--- src/rtl/instr_fetch.sv ---
// Instruction-fetch front end: drives the instruction SRAM, which has a 1-cycle read latency,
// and hands {pc, instr} to decode through a 2-entry valid/ready buffer.
module instr_fetch #(
  parameter logic [31:0] RESET_PC  = 32'h0000_0000,
  parameter int          BUF_DEPTH = 2
) (
  input  logic        clk,
  input  logic        rst_n,
  output logic        instr_sram_en,
  output logic        instr_sram_we,
  output logic [31:0] instr_sram_addr,
  output logic [31:0] instr_sram_wdata,
  input  logic [31:0] instr,
  input  logic        redirect_valid,
  input  logic [31:0] redirect_pc,
  output logic        if_valid,
  input  logic        if_ready,
  output logic [31:0] if_pc,
  output logic [31:0] if_instr,
  output logic        fetch_fault,
  output logic [31:0] fault_pc
);

  localparam logic [1:0] S_BOOT  = 2'd0;
  localparam logic [1:0] S_RUN   = 2'd1;
  localparam logic [1:0] S_FAULT = 2'd2;

  if (BUF_DEPTH != 2) begin : g_bad_depth
    $error("instr_fetch only supports BUF_DEPTH == 2");
  end

  logic [1:0]  state;
  logic [31:0] pc;
  logic        inflight;
  logic [31:0] inflight_pc;
  logic [31:0] buf_pc    [2];
  logic [31:0] buf_instr [2];
  logic        head;
  logic [1:0]  count;
  logic [31:0] fault_pc_q;

  logic        redirect;
  logic        redirect_ok;
  logic        pop;
  logic        credit_ok;
  logic        issue_seq;
  logic        issue;
  logic        write;
  logic        wr_idx;

  // Redirect is gated by rst_n so the SRAM port sits at its reset values while reset is held.
  // A same-cycle pop frees a slot, which is what sustains one fetch per cycle.
  always_comb begin
    redirect    = redirect_valid & rst_n;
    redirect_ok = redirect & (redirect_pc[1:0] == 2'b00);
    pop         = (count != 2'd0) & if_ready & ~redirect;
    credit_ok   = (({1'b0, count} + {2'b00, inflight}) < 3'd2) | pop;
    issue_seq   = rst_n & ~redirect &
                  ((state == S_BOOT) | ((state == S_RUN) & credit_ok));
    issue       = redirect_ok | issue_seq;
    write       = inflight & ~redirect;
    wr_idx      = head ^ count[0];
  end

  assign instr_sram_en    = issue;
  assign instr_sram_we    = 1'b0;
  assign instr_sram_wdata = 32'h0000_0000;
  assign instr_sram_addr  = redirect_ok ? redirect_pc : pc;

  assign if_valid    = (count != 2'd0);
  assign if_pc       = buf_pc[head];
  assign if_instr    = buf_instr[head];
  assign fetch_fault = (state == S_FAULT);
  assign fault_pc    = fault_pc_q;

  // Redirects flush the buffer and kill the response returning this cycle.
  always_ff @(posedge clk or negedge rst_n) begin
    if (!rst_n) begin
      state        <= S_BOOT;
      pc           <= RESET_PC;
      inflight     <= 1'b0;
      inflight_pc  <= 32'h0000_0000;
      buf_pc[0]    <= 32'h0000_0000;
      buf_pc[1]    <= 32'h0000_0000;
      buf_instr[0] <= 32'h0000_0000;
      buf_instr[1] <= 32'h0000_0000;
      head         <= 1'b0;
      count        <= 2'd0;
      fault_pc_q   <= 32'h0000_0000;
    end else if (redirect) begin
      head        <= 1'b0;
      count       <= 2'd0;
      inflight    <= redirect_ok;
      inflight_pc <= redirect_pc;
      if (redirect_ok) begin
        pc    <= redirect_pc + 32'd4;
        state <= S_RUN;
      end else begin
        fault_pc_q <= redirect_pc;
        state      <= S_FAULT;
      end
    end else begin
      inflight <= issue;
      if (issue) begin
        inflight_pc <= pc;
        pc          <= pc + 32'd4;
        if (state == S_BOOT) begin
          state <= S_RUN;
        end
      end
      if (write) begin
        buf_pc[wr_idx]    <= inflight_pc;
        buf_instr[wr_idx] <= instr;
      end
      head  <= head ^ pop;
      count <= count + {1'b0, write} - {1'b0, pop};
    end
  end

endmodule
--- config.mk ---
export PLATFORM = sky130hd
export DESIGN_NAME = instr_fetch
export DESIGN_NICKNAME = d
export VERILOG_FILES = /design/src/rtl/instr_fetch.sv
export SDC_FILE = /design/constraint.sdc
export NUM_CORES = 1
export LEC_CHECK = 0
export BUFFER_PORTS_ARGS = -buffer_cell sky130_fd_sc_hd__clkbuf_2
export CORE_MARGIN = 4
export CORE_UTILIZATION = 45
export CTS_CLUSTER_DIAMETER = 150
export DETAILED_ROUTE_END_ITERATION = 10
export GPL_ROUTABILITY_DRIVEN = 1
export PLACE_DENSITY = 0.74
export SYNTH_ARGS = -nofsm -noshare
export SYNTH_HDL_FRONTEND = slang
export SYNTH_SLANG_ARGS = --single-unit
export TNS_END_PERCENT = 20
--- constraint.sdc ---
create_clock -name clk -period 3.1 [get_ports clk]
set_clock_uncertainty 0.15 [all_clocks]
set_input_delay 0.465 -clock clk [delete_from_list [all_inputs] [get_ports clk]]
set_output_delay 0.465 -clock clk [all_outputs]
set_load 0.02 [all_outputs]
==> results.txt <==
Clock sinks -> 230
Die Wd -> 169 µm
Clk slew on worst S/H paths -> 0.06 ns
Clock period minus worst slack -> 2.70 ns
Final Core Density -> 55.7%
CP Cell Sequence -> mux2i_1 > inv_1 > ha_4 > nand3_2 > nor3_2 > or2_0 > or4b_4 > or3_4 > mux2i_1 > o22a_1
Most frequent CP cell -> mux2i_1
Pin count of the biggest net entering global routing -> 129
Count of final setup violators -> 0
Die H -> 169 µm
Setup CP Type -> reg2reg
Overall Power -> 13.3 mW
Cell Pwr Density -> 937 mW/mm²
Setup total negative slack -> 0 ns
Root Driver -> clkbuf_16
Number of global-route vias before repair -> 9,264
Fin crit share -> 87.2%
Maximum vdd drop -> 0.605 mV
Post-Syn Area -> 0.0117 mm²
Post-synth cell types -> 68
Internal power -> 8.40 mW
CP endpoint kind -> flop
Asr flop ratio synth -> 100%
Hold Vio Cnt, Final -> 95
Biggest area consumer among synthesized cells -> dfrtp_1
Post-CTS sizing -> 0
Crit path launch type -> flop
Layout area overhead -> 21.2%
Slowest CP cell -> or4b_4
Vias/cell -> 5.52
Post-Synthesis Cells -> 1,095
Combinational share of power -> 38.8%
Status -> finished with violations
Tightest Hold Check Type -> in2async
RSZ-0062 raised after global routing -> no
Tot GR Track Use -> 20.6%
I/O pins -> 232
Worst-skew pair later-pin latency -> 0.53 ns
Setup bufs post-CTS -> 0
Main synth FF type -> dfrtp_1
Via count -> 9,078
CTS H-tree lvls -> 1
Clock network fraction of total power -> 24.2%
Max-slew violations -> 0
First-pass GRT wire length -> 49,100 µm
Crit Path Max Fanout -> 6
Headroom to the max-slew limit -> 24.1%
GPL Wtd Cong -> 0.909
Share of layout cells above drive strength 1 -> 40.6%
Data arrival time of the critical path -> 2.97 ns
Hold_buf cts -> 5
Drt drc -> 0
IO Port Bufs -> 198
Failing checks -> hold timing
Post-Route WL -> 30,000 µm
Initial DRT Pass Iterations -> 5
Post-synth top area share -> 49.2%
Initial antenna violation count -> 0
Clock Path Buffers -> 3
Switching power -> 4.87 mW
Grt ovf -> 0
FMAX -> 0.370 GHz
Pre-CTS setup slack -> 0.124 ns
Initial DRC Count -> 634
Cell row count -> 58
Final Net Count -> 1,366
TritonCTS buffer count -> 27
Core ar. -> 0.0254 mm²
Seq pwr share -> 37.0%
Critical path required time -> 3.36 ns
# diodes -> 0
Leak pwr -> 6.54 nW
Post-DP Area -> 0.0132 mm²
Initial Utilization -> 46.0%
Mean post-synth cell area -> 10.7 µm²
Fin Hold WS -> -0.127 ns
Post-synth EDFFs -> 0
CTS tree -> yes
Max incr delay on CP -> 0.52 ns
Synth Register Bits -> 230
Warnings from Yosys -> 0
Wirelength per Cell -> 18.2 µm
Actual slew at the worst max-slew pin -> 1.13 ns
Switching Share -> 36.7%
Final worst setup slack -> 0.396 ns
Largest cells by area after synthesis -> dfrtp_1 (49%), mux2_2 (22%), nand2_1 (6.3%), buf_4 (2.3%), a31oi_1 (2.3%)
Area of the die -> 0.0286 mm²
Dpl hpwl -> 20,400 µm
Design Area, Final -> 0.0142 mm²
Antenna viol nets, final -> 0
Seq/Total Area, Yosys -> 49.2%
Max-cap violations -> 0
[stage by stage]
stage	cells	hold slack (ns)
2_1_floorplan	1127	0.0194
3_3_place_gp	1590	0.312
3_5_place_dp	1590	0.321
4_1_cts	1643	-0.0678
5_1_grt	1644	-0.0794
6_report	1644	-0.127
[cell usage after synthesis (all sizes together) (3+ instances only)]
cell / count
a31oi: 43
nor2: 46
o22a: 6
dfrtp: 230
or2: 4
ha: 3
a22o: 3
nand3: 24
and3: 7
nand4: 14
a211oi: 6
o31ai: 9
clkbuf: 54
a21oi: 26
a21o: 3
and4: 4
nor3: 5
nand2: 198
nor2b: 5
and2: 7
mux2i: 11
inv: 10
a21boi: 4
nand3b: 6
nor4: 4
mux2: 226
o21ai: 47
buf: 49
o21a: 5
[final timing paths]
check                                  from       endpoint  slack (ns)  depth (start not counted)
worst min-delay path                  rst_n         pc[15]       -0.13                          2
worst min register to register  fault_pc[1]    fault_pc[1]        0.33                          2
worst max-delay path                  pc[3]         pc[24]        0.40                         10
min in group clk                   instr[9]  buf_instr[41]        0.03                          2
max in group asynchronous             rst_n   fault_pc[24]        1.90                          4
worst max register to register        pc[3]         pc[24]        0.40                         10
[metal layers]
metal | routed length [µm] | up-vias | track usage [%] | part of all wire (%)
met5 | 0 | - | 0 | 0
met4 | 482 | 0 | 4.83 | 1.6
met3 | 2120 | 35 | 4.15 | 7.1
met2 | 13800 | 311 | 32.9 | 46
met1 | 13600 | 4493 | 29.3 | 45
li1 | - | 4239 | - | -
[flip-flops by register name, indices dropped and copies added (netlist names)]
signal	cells
head	1
fault_pc	32
count	2
inflight_pc	32
state	2
buf_instr	64
buf_pc	64
inflight	1
pc	32
[area by class of cell]
type | instances | area (µm²)
clock buffers | 33 | 738
clock inverters | 15 | 170
fillers | 2161 | 11200
inverters | 10 | 37.5
multi-input cells | 784 | 5570
flip-flops and latches | 230 | 5760
well taps | 330 | 413
repair buffers | 242 | 1480
[cells by family (layout without fill, tap and decap cells)]
logic type	after synthesis	after routing	share of synthesized area [%]
multiplexers	237	237	22.7
AO/OA/AOI/OAI	175	175	9.58
adder cells (fa/ha/maj)	3	3	0.321
flip-flops	230	230	49.2
buffers and inverters	113	300	4.88
other	1	33	0.0321
AND/OR/NAND/NOR	332	332	12.9
XOR/XNOR	4	4	0.300
[layout by cell type (no fill, tap or decap), drive strengths merged, types with 12 or more instances in the layout]
| master | Yosys | layout |
|---|---|---|
| a21oi | 26 | 26 |
| a31oi | 43 | 43 |
| buf | 49 | 42 |
| clkbuf | 54 | 230 |
| conb | 1 | 33 |
| dfrtp | 230 | 230 |
| inv | 10 | 12 |
| mux2 | 226 | 226 |
| nand2 | 198 | 198 |
| nand3 | 24 | 24 |
| nand4 | 14 | 14 |
| nor2 | 46 | 46 |
| o21ai | 47 | 47 |
[worst max-delay path: cells and delay by family (launching register included)]
family | cells | cell delay, ns
simple gates | 5 | 1.36
flops | 1 | 0.41
mux | 2 | 0.23
fa+ha+maj | 1 | 0.17
compound gates | 1 | 0.16
buf+inv | 1 | 0.11
[power by group through the flow]
stage | clock, mW | combinational (mW) | sequential (mW)
2_1_floorplan | 0 | 3.63 | 4.75
3_3_place_gp | 0 | 5.06 | 4.86
3_5_place_dp | 0 | 5.15 | 4.95
4_1_cts | 3.27 | 5.21 | 4.91
5_1_grt | 3.42 | 5.57 | 5.06
6_report | 3.21 | 5.15 | 4.92
Note: power is estimated with default switching activity, not from simulation.
